$ cat src/rtl/cache_mem_arbiter.sv
`default_nettype none
// ============================================================================
//  Module   : cache_mem_arbiter
//  Purpose  : Shares one backing-memory beat port between NREQ cache
//             requesters. It picks one winner and keeps the port for a
//             whole BEATS-beat line. A line is either a refill (read) or a
//             writeback (write).
//  Options  : CACHE_ARB_FIXED_PRIO_EN - when defined, the lowest-index
//             valid requester always wins. When undefined (default), the
//             winner is chosen round-robin.
//  Revision : 1.0 - initial release
// ============================================================================
module cache_mem_arbiter #(
    parameter int NREQ  = 2,
    parameter int AW    = 32,
    parameter int DW    = 32,
    parameter int BEATS = 4
) (
    input  logic                 clk,
    input  logic                 rst,
    input  logic [NREQ-1:0]      req_valid,
    input  logic [NREQ-1:0]      req_we,
    input  logic [NREQ*AW-1:0]   req_addr,
    output logic [NREQ-1:0]      req_ready,
    input  logic [NREQ*DW-1:0]   wdata,
    output logic [NREQ-1:0]      wdata_ready,
    output logic [DW-1:0]        rdata,
    output logic [NREQ-1:0]      rdata_valid,
    output logic [NREQ-1:0]      done,
    output logic                 busy,
    output logic                 mem_valid,
    input  logic                 mem_ready,
    output logic                 mem_we,
    output logic [AW-1:0]        mem_addr,
    output logic [DW-1:0]        mem_wdata,
    input  logic                 mem_rvalid,
    input  logic [DW-1:0]        mem_rdata
);

    localparam int OW         = (NREQ > 1) ? $clog2(NREQ) : 1;
    localparam int BW         = $clog2(BEATS);
    localparam int BOFF       = $clog2(DW / 8);
    localparam int LINE_BYTES = BEATS * (DW / 8);
    localparam logic [AW-1:0] LINE_MASK = ~AW'(LINE_BYTES - 1);

    typedef enum logic [1:0] {
        S_IDLE  = 2'd0,
        S_CMD   = 2'd1,
        S_RWAIT = 2'd2,
        S_FIN   = 2'd3
    } state_t;

    state_t          r_state;
    state_t          w_state_nxt;
    logic [BW-1:0]   r_beat;
    logic [BW-1:0]   w_beat_nxt;
    logic [OW-1:0]   r_owner;
    logic            r_we;
    logic [AW-1:0]   r_base;
    logic [OW-1:0]   r_last;
    logic            w_load;
    logic            w_any;
    logic [OW-1:0]   w_winner;
    logic            w_last_beat;
    logic [AW-1:0]   w_beat_addr;

    // The beat index is OR-ed into the zeroed offset bits of the line base,
    // so the address wraps inside the line and never carries into the tag.
    assign w_beat_addr = r_base | (AW'(r_beat) << BOFF);
    assign w_last_beat = (r_beat == BW'(BEATS - 1));

`ifdef CACHE_ARB_FIXED_PRIO_EN
    // Winner select: lowest-index valid requester.
    always_comb begin
        w_any    = |req_valid;
        w_winner = '0;
        for (int i = NREQ - 1; i >= 0; i--) begin
            if (req_valid[i]) begin
                w_winner = OW'(i);
            end
        end
    end
`else
    logic            w_found;
    logic [OW-1:0]   w_idx;

    // Winner select: first valid requester scanning upward from last_grant+1.
    always_comb begin
        w_any    = |req_valid;
        w_winner = '0;
        w_found  = 1'b0;
        w_idx    = '0;
        for (int k = 1; k <= NREQ; k++) begin
            w_idx = OW'((int'(r_last) + k) % NREQ);
            if (!w_found && req_valid[w_idx]) begin
                w_found  = 1'b1;
                w_winner = w_idx;
            end
        end
    end
`endif

    // Burst sequencer: next state and all outputs. During reset, every
    // output is forced to zero.
    always_comb begin
        w_state_nxt = r_state;
        w_beat_nxt  = r_beat;
        w_load      = 1'b0;
        req_ready   = '0;
        wdata_ready = '0;
        rdata       = '0;
        rdata_valid = '0;
        done        = '0;
        busy        = 1'b0;
        mem_valid   = 1'b0;
        mem_we      = 1'b0;
        mem_addr    = '0;
        mem_wdata   = '0;
        if (!rst) begin
            busy = (r_state != S_IDLE);
            case (r_state)
                S_IDLE: begin
                    if (w_any) begin
                        req_ready[w_winner] = 1'b1;
                        w_load              = 1'b1;
                        w_state_nxt         = S_CMD;
                    end
                end
                S_CMD: begin
                    mem_valid = 1'b1;
                    mem_we    = r_we;
                    mem_addr  = w_beat_addr;
                    if (r_we) begin
                        mem_wdata            = wdata[r_owner*DW +: DW];
                        wdata_ready[r_owner] = mem_ready;
                    end
                    if (mem_ready) begin
                        if (r_we) begin
                            if (w_last_beat) begin
                                w_state_nxt = S_FIN;
                            end else begin
                                w_beat_nxt = r_beat + 1'b1;
                            end
                        end else begin
                            w_state_nxt = S_RWAIT;
                        end
                    end
                end
                S_RWAIT: begin
                    if (mem_rvalid) begin
                        rdata                = mem_rdata;
                        rdata_valid[r_owner] = 1'b1;
                        if (w_last_beat) begin
                            w_state_nxt = S_FIN;
                        end else begin
                            w_beat_nxt  = r_beat + 1'b1;
                            w_state_nxt = S_CMD;
                        end
                    end
                end
                S_FIN: begin
                    done[r_owner] = 1'b1;
                    w_beat_nxt    = '0;
                    w_state_nxt   = S_IDLE;
                end
                default: begin
                    w_state_nxt = S_IDLE;
                end
            endcase
        end
    end

    // State, beat counter and the burst context latched at accept time.
    always_ff @(posedge clk) begin
        if (rst) begin
            r_state <= S_IDLE;
            r_beat  <= '0;
            r_owner <= '0;
            r_we    <= 1'b0;
            r_base  <= '0;
            r_last  <= OW'(NREQ - 1);
        end else begin
            r_state <= w_state_nxt;
            r_beat  <= w_beat_nxt;
            if (w_load) begin
                r_owner <= w_winner;
                r_we    <= req_we[w_winner];
                r_base  <= req_addr[w_winner*AW +: AW] & LINE_MASK;
                r_last  <= w_winner;
            end
        end
    end

endmodule
`default_nettype wire

$ cat config.mk
export PLATFORM = sky130hd
export DESIGN_NAME = cache_mem_arbiter
export DESIGN_NICKNAME = d
export VERILOG_FILES = /design/src/rtl/cache_mem_arbiter.sv
export SDC_FILE = /design/constraint.sdc
export NUM_CORES = 1
export LEC_CHECK = 0
export CAP_MARGIN = 20
export CORE_MARGIN = 5
export CORE_UTILIZATION = 26
export CTS_CLUSTER_DIAMETER = 60
export DETAILED_ROUTE_END_ITERATION = 6
export PLACE_DENSITY = 0.78
export SLEW_MARGIN = 20
export SYNTH_ARGS = -nofsm -noshare
export SYNTH_HDL_FRONTEND = slang
export SYNTH_SLANG_ARGS = --single-unit
export TNS_END_PERCENT = 20
$ cat constraint.sdc
create_clock -name clk -period 1.5 [get_ports clk]
set_input_delay 0.225 -clock clk [delete_from_list [all_inputs] [get_ports clk]]
set_output_delay 0.225 -clock clk [all_outputs]
set_load 0.02 [all_outputs]
Word level (Yosys, flattened, before mapping) --
Index checks and enable logic that the tools add are counted.
Word-level totals: register bits 35, bits of input ports 168, word-level logic and storage cells 90
Operators by class: add/subtract/negate cells 3, order comparisons 6, equality and inequality tests 9, shift operators 2, muxes and demuxes 52, bitwise gates (word level) 2, reductions and logical operators 10
Operator list (number):
- $mux 32 | 8
- $shiftx 64x7->32 | 2
- $mux 2 | 21
- $or 32x4->32 | 1
- $mux 1 | 19
- $lt 1x2->1 const B | 4
- $ne 2x2->1 const B | 4
- $pmux 2 s4 | 1
- $reduce_and 4->1 | 2
- $eq 2x2->1 const B | 3
- $pmux 2 s3 | 1
- $logic_and 1x1->1 | 3
- $ne 3x3->1 const B | 1
- $reduce_bool 3->1 | 1
- $add 1x1->1 const B | 2
- $add 2x1->2 const B | 1
- $and 2x2->2 | 1
- $demux 1 s1 | 2
- $eq 2x1->1 const B | 1
- $ge 1x1->1 const B | 2
- $logic_not 2->1 | 1
- $reduce_bool 2->1 | 1
- $reduce_or 2->1 | 1
- $logic_not 1->1 | 1

Logic depth before layout (Yosys ltp) --
word-level depth 14, depth in mapped cells 6, gate-level depth less buffers 4

Worst setup path before layout --
OpenSTA, ideal clock, no wires.
path type register to output, start register r_state[0], end output port wdata_ready[0], arrival time 1458 ps, required time 1275 ps, path slack -183 ps, cell stages (with the launch flop) 5, buffers on the path 1, path through dfxtp_1 -> buf_6 -> nor3b_4 -> nand2_1 -> nor3b_1
On the way: cells in the longest elaborated chain, start to end 3
Ends and longest elaborated chain:
- start: declaration | RTL line 53 | state_t r_state;
- start signal: assignment | RTL line 183 | r_state <= w_state_nxt;
- $eq 2x1->1 | RTL line 121 | case (r_state)
- $mux 2 | RTL line 121
- $mux 2 | RTL line 119 | if (!rst) begin
- end: declaration | RTL line 26 | output logic [NREQ-1:0] wdata_ready,
Every way passes these cells.

Worst setup path after layout --
start register r_state[1], end output port wdata_ready[0]
Same word-level chain as after synthesis.

==> results.yml <==
cts:
  cts_max_level: 2
  cts_tree: "yes"
  clockRootBuffer: "clkbuf_8"
  cts_buffer_depth: 2
  insertion_delay_ps: 290
  cts_sinks: 35
  cts-buffers-inserted: 5
  path_clk_slew_ps: 80
layout:
  seq_area_um2: 709
  multiInputGateArea_um2: 2080
  fillCellCount: 792
  nets: 782
  stdcell_count: 747
  utilization_pct: 66.4
  synthToLayoutAreaGrowth_pct: 151
  antenna_cells: 0
  drive_gt1_share_pct: 39.3
timing:
  setup_ws_ps: -307
  timing.final.crit_share_pct: 120
  timing.hold.ws_ps: 481
  hold_viol: 0
  finalCriticalPeriod_ps: 1810
  rsz0062_at_grt: "yes"
  fmax_mhz: 553
  setup_viol: 123
  clock-skew-final_ps: 6.83
  setup_tns_ps: -28210
  finalMaxSlewViolations: 0
power:
  irDropWorstVdd_uv: 404
  p_leak_nw: 2.72
  p_total_mw: 3.41
  power.density_nw_per_um2: 528
die:
  ios: 275
  initial_utilization_pct: 26.4
  die_h_um: 109
  die_area_um2: 12000
  die_w_um: 109
  row_count: 36
  core_area_um2: 9730
logic_synthesis:
  synth_cells: 323
  async_flop_share_pct: 0
  ys_top_cells_by_count: "and3_1 (53), dfxtp_1 (35), nor2_1 (35), and2_1 (32), mux2i_1 (32)"
  yosys_warnings: 0
  yosys_register_bits: 35
  yosys.area_share.xor_xnor_pct: 0
  synthAdderAreaFrac_pct: 0.487
  yosys.area.top_type: "dfxtp_1"
  synth_mux_area_share_pct: 12.5
  synth_top_family_by_area: "simple AND/OR/NAND/NOR gates"
  yosysMostFrequentCell: "and3_1"
  ys_types: 37
  synth_top_area_share_pct: 27.3
  ys_top_cells_by_area: "dfxtp_1 (27%), and3_1 (13%), mux2i_1 (12%), and2_1 (7.8%), a221o_1 (7.4%)"
  avgSynthCellArea_um2: 7.96
  yosys.area_share.simple_pct: 36.0
  synth_edf_count: 0
  seq_area_frac_synth_pct: 27.3
  synth-compound-area-share_pct: 15.8
  synth_area_um2: 2570
  synth_ff_type: "dfxtp_1"
setup_path:
  required_ps: 1270
  crit_path_start_kind: "flip-flop"
  cp_max_fo: 7
  slowest_stage: "dfxtp_4"
  arrival_ps: 1580
  slowest_delay_ps: 360
  crit_buf_inv: 2
  critPathKind: "flip-flop to output pin"
  crit_path_end_kind: "output pin"
  crit_chain: "nor3b_4, nand2_4, buf_6, nor3b_2, buf_4"
  crit_family: "simple AND/OR/NAND/NOR gates"
outcome:
  status: "finished with violations"
  violations: "negative setup slack"
drt:
  wl_per_cell_um: 18.9
  drt_iter0_drc: 134
  drc: 0
  first_pass_iters: 4
  vias_per_cell: 4.91
  drt-total-wl_um: 14100
  antenna_left: 0
  vias: 3668
global_routing:
  antenna_found_initial: 0
  overflow: 0
  grt_max_degree: 42
  grt_pass1_vias: 3882
  grt_pass1_wl_um: 19800
  grt.total_usage_pct: 20.9
place:
  place_inst: 721
  dp_hpwl_um: 10500
  gp_congestion: 0.860
  io_buffers: 264
min_path:
  min-delay-path-class: "flip-flop to flip-flop"
flow_run:
  maxCapViolations: 0
power by group:
part | total [mW] | leakage (nW) | internal [mW] | switching (mW)
logic | 1.43 | 2.37 | 0.850 | 0.583
clock network | 0.910 | 0.0618 | 0.547 | 0.364
registers | 1.07 | 0.289 | 1.02 | 0.0530
worst reg2reg max path, stage by stage (launching register included):
cell	delay, ps
dfxtp_2	330
buf_6	120
buf_6	120
or2_4	230
buf_6	120
o21a_1	190
buf_12	160
a221o_1	300
through the flow:
step                      area, µm²  setup slack (ps)
after floorplan                2880             -53.3
after global placement         5800              -909
after detailed placement       5800              -935
after CTS                      6240              -387
after global routing           6460              -395
final                          6460              -307
path summary, 6_finish.rpt:
check / slack [ps] / from / end / cells after the start
worst min register to register: 480 / r_base[9] / r_base[9] / 1
worst min-delay path: 480 / r_base[9] / r_base[9] / 1
worst max-delay path: -310 / r_state[1] / wdata_ready[0] / 5
worst max register to register: -190 / r_state[0] / r_base[13] / 7
state kept, by name (all words and copies together), names as in the netlist:
signal   count
r_beat       2
r_we         1
r_base      28
r_state      2
r_last       1
r_owner      1
cells in the final DEF, fill, tap and decap left out, types with 3 or more instances in the layout:
cell type        synthesis  layout
buf_12                   0      10
a31oi_1                 11      11
and3_4                   0      22
a221o_1                 19      19
nor2_4                   0      30
and3_1                  53      31
o21ai_0                 11      11
buf_6                    3      95
clkbuf_8                 0       6
and2_1                  32      27
nand4_1                 11      11
nand2_1                  5       4
buf_2                    8       3
buf_4                    5      43
clkdlybuf4s50_1          0     158
nand3_1                 11      11
nor2_2                   0       3
clkbuf_16                0       3
dfxtp_1                 35      32
and2_4                   0       5
clkdlybuf4s15_2          0       3
mux2i_1                 32      32
logic make-up (layout without fill, tap and decap cells):
| family | Yosys count | count (layout) |
|---|---|---|
| other cells | 1 | 2 |
| fa+ha+maj | 1 | 1 |
| mux | 32 | 32 |
| compound gates | 53 | 53 |
| flops | 35 | 35 |
| simple gates | 161 | 161 |
| buf+inv | 40 | 330 |
layer usage:
| layer | GRT usage [%] | part of all wire [%] | vias up |
|---|---|---|---|
| li1 | - | - | 1757 |
| met1 | 22.5 | 36 | 1709 |
| met2 | 39.1 | 53 | 177 |
| met3 | 6.40 | 9.3 | 25 |
| met4 | 5.88 | 2.0 | 0 |
| met5 | 0 | 0 | - |
repair_timing:
action,4_1_cts,5_1_grt
endpoints found under the hold margin,0,0
buffers inserted,6,8
gates cloned,4,3
pin swaps,23,21
resized for setup,598,47
hold buffers,0,0
endpoints found under the setup margin,135,124
area by class of cell:
type	count	area share, %
multi-input combinational	249	32.1
sequential	35	11.0
timing repair buffer	319	52.3
clock inverter	2	0.600
tap	133	2.58
clock buffer	6	1.28
inverter	3	0.174
No activity file was read; power rests on OpenSTA's default activity.
==> edit 1, RTL diff (same settings) <==
Make the reset (`rst`) asynchronous in one clocked block.
--- a/src/rtl/cache_mem_arbiter.sv
+++ b/src/rtl/cache_mem_arbiter.sv
@@ -171,7 +171,7 @@
     end
 
     // State, beat counter and the burst context latched at accept time.
-    always_ff @(posedge clk) begin
+    always_ff @(posedge clk or posedge rst) begin
         if (rst) begin
             r_state <= S_IDLE;
             r_beat  <= '0;
Check against the original RTL: same outputs for any inputs over 4 cycles, from zero or initial values and one cycle with rst high; that may be too few to reach the edited logic, so the function may still have changed.
==> edit 1 against the unedited design <==
  * The flow still finishes with violations (setup timing)
  * Wire length down 5.7%
  * Clock skew about the same
  * Synthesized cell count down 0.93%
  * Global-route usage down 1.4 points
  * Worst setup slack better by 0.039 ns
  * Cell area down 5.5%
  * Synthesized area up 3.3%
  * Fmax up 2.2%
  * Sequential cell count unchanged
  * Critical endpoint is now rdata[29]
Power is not compared: it rests on default switching activity, and its combinational part moved more than twofold at a synthesized area within 25%.
==> edit 1: results (changes against the unedited design) <==
Global-route wire length before repair -> 19500 um (was 19800 um)
Routed WL per cell -> 17.9 um (was 18.9 um)
R2R cell count -> 6 (was 7)
Filler cells -> 835 (was 792)
Top Registers -> r_base: 28 flops, r_beat: 2 flops, r_state: 2 flops (unchanged)
Hold crit path type -> primary input to async pin (was flip-flop to flip-flop)
Post-synthesis sequential area ratio -> 0.330 (was 0.273)
Clock skew -> 0.00690 ns (was 0.00683 ns)
Fin cells -> 744 (was 747)
Layout cells sized above 1 -> 0.390 (was 0.393)
Synth top area cells -> dfrtp_1 32%, mux2i_1 23%, and2_1 15% (was dfxtp_1 27%, and3_1 13%, mux2i_1 12%)
Avg Inst Size Synth -> 8.30 sq um (was 7.96 sq um)
Post-DP HPWL -> 10200 um (was 10500 um)
Worst-path clk slew -> 0.07 ns
Worst Path Max Fanout -> 8 (was 7)
Drt first pass iters -> 5 (was 4)
Failing checks -> setup timing (unchanged)
Outcome -> complete, but fails checks (unchanged)
First element of the critical path -> r_state[0]$_DFFE_PP0P_ (was r_state[1]$_SDFFE_PP0P_)
All-Layer GR Usage -> 0.196 (was 0.209)
Setup Viol. Count Final -> 109 (was 123)
Vias/cell -> 4.57 (was 4.91)
Initial DRC count -> 140 (was 134)
Gpl congestion -> 0.826 (was 0.860)
Largest net degree at the start of global routing -> 60 (was 42)
Synth async-reset ratio -> 1.00 (was 0)
R2r startpoint -> r_state[1]$_DFFE_PP0P_ (was r_state[0]$_SDFFE_PP0P_)
Vias in the first global route -> 3612 (was 3882)
Dpl cell area -> 5640 sq um (was 5800 sq um)
Synth top cells by count -> 64 x and2_1, 61 x mux2i_1, 38 x nor2_1 (was 53 x and3_1, 35 x dfxtp_1, 35 x nor2_1)
Antenna Cells -> 0 (unchanged)
ANT nets after route -> 0 (unchanged)
Yosys warns -> 0 (unchanged)
Final Net Count -> 779 (was 782)
Post-synth top area share -> 0.320 (was 0.273)
Netlist cell types -> 31 (was 37)
Worst VDD drop -> 0.612 mV
Most used DFF post-synth -> dfrtp_1 (was dfxtp_1)
Initial antenna violation count -> 0 (unchanged)
Crit path DAT -> 1.54 ns (was 1.58 ns)
FF-to-FF setup slack -> -0.26 ns (was -0.19 ns)
Final worst-path setup slack -> -0.268 ns (was -0.307 ns)
FF-to-FF End -> r_beat[0]$_DFFE_PP0P_ (was r_base[13]$_SDFFE_PP0P_)
## edit 1: changes by cell type in the layout (fill, tap and decap cells not counted), moves of 19 or more
| cell | unedited run | this run |
|---|---|---|
| a221o_1 | 19 | 0 |
| and2_1 | 27 | 3 |
| and2_4 | 5 | 61 |
| dfxtp_1 | 32 | 0 |
| buf_6 | 95 | 76 |
| and3_4 | 22 | 0 |
| and3_1 | 31 | 2 |
| o21ai_1 | 0 | 31 |
| dfrtp_1 | 0 | 32 |
| nor2_1 | 2 | 37 |
| nor2_4 | 30 | 0 |
| mux2i_1 | 32 | 57 |
| nand2_1 | 4 | 32 |
## edit 1: cell families (layout without fill, tap and decap cells)
family,count (synthesis),count (layout),share of synthesized area
flip-flops,35,35,0.330
adder cells (fa/ha/maj),1,1,0.00471
multiplexers,63,63,0.241
buffers and inverters,28,318,0.0466
other,1,2,0.00141
AND/OR/NAND/NOR,149,149,0.288
AO/OA/AOI/OAI,43,43,0.0877
## edit 1: stage by stage
step / setup slack [ns] / power, mW / setup TNS (ns) / hold WS, ns / utilization
CTS: -0.252 / 6.61 / -22.89 / 0.313 / 0.587
detailed placement: -0.744 / 5.48 / -84.59 / 0.468 / 0.571
global route: -0.344 / 7.29 / -30.13 / 0.364 / 0.619
finish: -0.268 / 6.84 / -21.60 / 0.342 / 0.619
floorplan: -0.128 / 3.71 / -4.99 / 0.295 / -
global placement: -0.701 / 5.37 / -78.18 / 0.461 / 0.571
## edit 1: layout make-up
cell class                 count  area share
multi-input combinational    258       0.311
sequential                    35       0.144
inverter                       2     0.00123
clock buffer                   7      0.0125
timing repair buffer         308       0.503
clock inverter                 1    0.000820
tap                          133      0.0272
## edit 1: where the power goes
group	total, mW	internal (mW)	switching [mW]	leakage, nW
logic	4.46	2.44	2.02	2.38
clock network	0.647	0.326	0.321	0.0422
registers	1.72	1.41	0.319	0.430
## edit 1: layer usage
layer  vias up  global-route usage  routed length [um]  part of all wire
met5         -                   0                   0                 0
met4         0              0.0487                 291             0.022
met3        36              0.0628                1090             0.082
met2       177               0.368                6960              0.52
met1      1547               0.211                4970              0.37
li1       1637                   -                   -                 -
## edit 1: critical path: stages (launching register included)
cell,delay [ns]
dfrtp_1,0.39
buf_6,0.14
nor3_4,0.18
buf_6,0.16
buf_8,0.13
and2_4,0.15
buf_6,0.11
## edit 1: how the worst max path moves through the flow
stage                         endpoint  slack [ns]  cells after the start
after floorplan           mem_wdata[0]       -0.13                      5
after global placement    mem_addr[26]       -0.70                      6
after detailed placement     rdata[24]       -0.74                      6
after CTS                    rdata[31]       -0.25                      6
after global routing         rdata[29]       -0.34                      6
final                        rdata[29]       -0.27                      6
## edit 1: timing repair
item | CTS | global route
gates cloned | 6 | 3
buffers inserted | 4 | 4
pin swaps | 22 | 39
endpoints found under the setup margin | 139 | 139
resized for setup | 587 | 104
==> edit 2, RTL diff (config.mk and constraints unchanged) <==
Without the edit above. Add a define of `CACHE_ARB_FIXED_PRIO_EN`.
--- a/src/rtl/cache_mem_arbiter.sv
+++ b/src/rtl/cache_mem_arbiter.sv
@@ -10,6 +10,8 @@
 //             winner is chosen round-robin.
 //  Revision : 1.0 - initial release
 // ============================================================================
+`define CACHE_ARB_FIXED_PRIO_EN
+
 module cache_mem_arbiter #(
     parameter int NREQ  = 2,
     parameter int AW    = 32,
Formal check against the unedited RTL: no difference found for any inputs over 4 cycles, from zero or initial values and one cycle with rst high; that may be too few to reach the edited logic, so the function may still have changed.
==> edit 2 against the unedited design <==
  * The run still ends with setup timing left
  * Core utilization down 7.1 points
  * Power down 8.4%
  * Via count down 6.9%
  * Synthesized area up 4.1%
  * Synthesized cell count up 0.31%
  * Worst setup slack better by 0.080 ns
  * Cell area down 6.5%
  * Non-clock buffer count down 10
  * Hold slack worse by 0.012 ns
  * Sequential cell count down 1
  * Sequential share of layout area up 0.39 points
  * Clock power down 22%
  * Wire length down 9.9%
  * Largest cell class unchanged
==> edit 2: results (changes against the unedited design) <==
Outcome -> complete, but fails checks (unchanged)
Failing checks -> setup timing (unchanged)
CP delay by family, top -> buffers and inverters (was simple AND/OR/NAND/NOR gates)
Crit-path max cell delay -> 0.36 ns (about the same)
Post-DP HPWL -> 10100 um (was 10500 um)
Crit path DAT -> 1.50 ns (was 1.58 ns)
Setup Viol. Count Final -> 109 (was 123)
All-Layer GR Usage -> 0.189 (was 0.209)
Global-route wire length before repair -> 19100 um (was 19800 um)
Placed cell count -> 721 (unchanged)
Post-synthesis sequential area ratio -> 0.254 (was 0.273)
Gpl congestion -> 0.903 (was 0.860)
CTS Buf Count -> 5 (unchanged)
FF-to-FF setup slack -> -0.01 ns (was -0.19 ns)
Dpl cell area -> 5610 sq um (was 5800 sq um)
Count of buffers from port buffering -> 264 (unchanged)
Hold crit path type -> primary input to flip-flop (was flip-flop to flip-flop)
Switching pwr -> 0.936 mW (was 1.00 mW)
Final Net Count -> 776 (was 782)
Static leakage -> 2.54 nW (was 2.72 nW)
Worst slack, placed -> -0.660 ns (was -0.935 ns)
Slowest CP cell -> dfxtp_2 (was dfxtp_4)
GR Util met3 -> 0.0603 (was 0.0640)
Clock skew -> 0.00443 ns (was 0.00683 ns)
Synth async-reset ratio -> 0 (unchanged)
Worst VDD drop -> 0.375 mV (was 0.404 mV)
Met1 Resource Use GR -> 0.214 (was 0.225)
Total negative slack -> -17.82 ns (was -28.21 ns)
FF-to-FF End -> r_base[5]$_SDFFE_PP0P_ (was r_base[13]$_SDFFE_PP0P_)
DR WL met3 -> 1080 um (was 1310 um)
Netlist cell types -> 32 (was 37)
Detailed Route WL -> 12700 um (was 14100 um)
Final worst-path setup slack -> -0.227 ns (was -0.307 ns)
Most used DFF post-synth -> dfxtp_1 (unchanged)
Synth top area cells -> dfxtp_1 25%, mux2i_1 23%, and2_1 15% (was dfxtp_1 27%, and3_1 13%, mux2i_1 12%)
Vias/cell -> 4.59 (was 4.91)
First element of the critical path -> r_state[0]$_SDFFE_PP0P_ (was r_state[1]$_SDFFE_PP0P_)
Critical Path Sink -> mem_addr[2] (was wdata_ready[0])
Worst-path clk slew -> 0.07 ns
Initial DRC count -> 65 (was 134)
Layout cells sized above 1 -> 0.370 (was 0.393)
Wire length on met2 -> 6540 um (was 7490 um)
Met2 Usage GRT -> 0.335 (was 0.391)
Vias in the first global route -> 3585 (was 3882)
Top Registers -> r_base: 28 flops, r_beat: 2 flops, r_state: 2 flops (unchanged)
Post-Synthesis Cells -> 324 (was 323)
Fin cells -> 744 (was 747)
Worst Path Max Fanout -> 31 (was 7)
Met1 WL -> 4730 um (was 5030 um)
Largest net degree at the start of global routing -> 36 (was 42)
Worst-skew pair later-pin latency -> 0.28 ns
Synth top cells by count -> 66 x and2_1, 62 x mux2i_1, 34 x dfxtp_1, 34 x nor2_1, 33 x a21oi_1 (was 53 x and3_1, 35 x dfxtp_1, 35 x nor2_1)
[edit 2: kinds of logic after synthesis]
family                     count (synthesis)  share of synthesized area
AOI/OAI and AO/OA                         66                      0.174
adders and majority gates                  1                    0.00468
buffers and inverters                     35                     0.0669
DFF                                       34                      0.254
muxes                                     62                      0.232
other                                      1                    0.00140
and+or+nand+nor                          125                      0.267
[edit 2: worst min path at each step]
stage / startpoint / end / slack [ns] / depth (start not counted)
after detailed placement: r_beat[1]$_SDFFE_PP0P_ / r_beat[1]$_SDFFE_PP0P_ / 0.50 / 2
after global placement: r_beat[1]$_SDFFE_PP0P_ / r_beat[1]$_SDFFE_PP0P_ / 0.48 / 2
after global routing: req_valid[0] / r_owner$_SDFFE_PP0P_ / 0.51 / 4
after floorplan: req_valid[0] / r_owner$_SDFFE_PP0P_ / 0.32 / 1
after CTS: rst / r_state[1]$_SDFFE_PP0P_ / 0.49 / 4
final: req_valid[0] / r_owner$_SDFFE_PP0P_ / 0.47 / 4
[edit 2: power by group through the flow]
stage / clock network, mW / registers, mW / logic, mW
after floorplan: 0 / 1.04 / 0.554
after global placement: 0 / 1.05 / 1.21
after detailed placement: 0 / 1.05 / 1.23
after CTS: 0.747 / 1.03 / 1.26
after global routing: 0.806 / 1.05 / 1.48
final: 0.709 / 1.04 / 1.38
[edit 2: layout make-up]
cell class	instances	area [sq um]
multi-input combinational	256	2010
sequential	34	687
timing repair buffer	309	3080
clock buffer	6	82.6
tap	136	170
fill	914	4140
inverter	1	3.75
clock inverter	2	12.5
[edit 2: repair_timing]
action | CTS | global route
setup endpoints to repair | 134 | 134
pin swaps | 5 | 23
gates resized for setup | 589 | 67
gates cloned | 1 | 2
setup buffers | 2 | 12
[edit 2: worst min-delay path, delay by kind of cell]
kind,cells,cell delay (ns)
compound gates,1,0.05
buf+inv,3,0.43
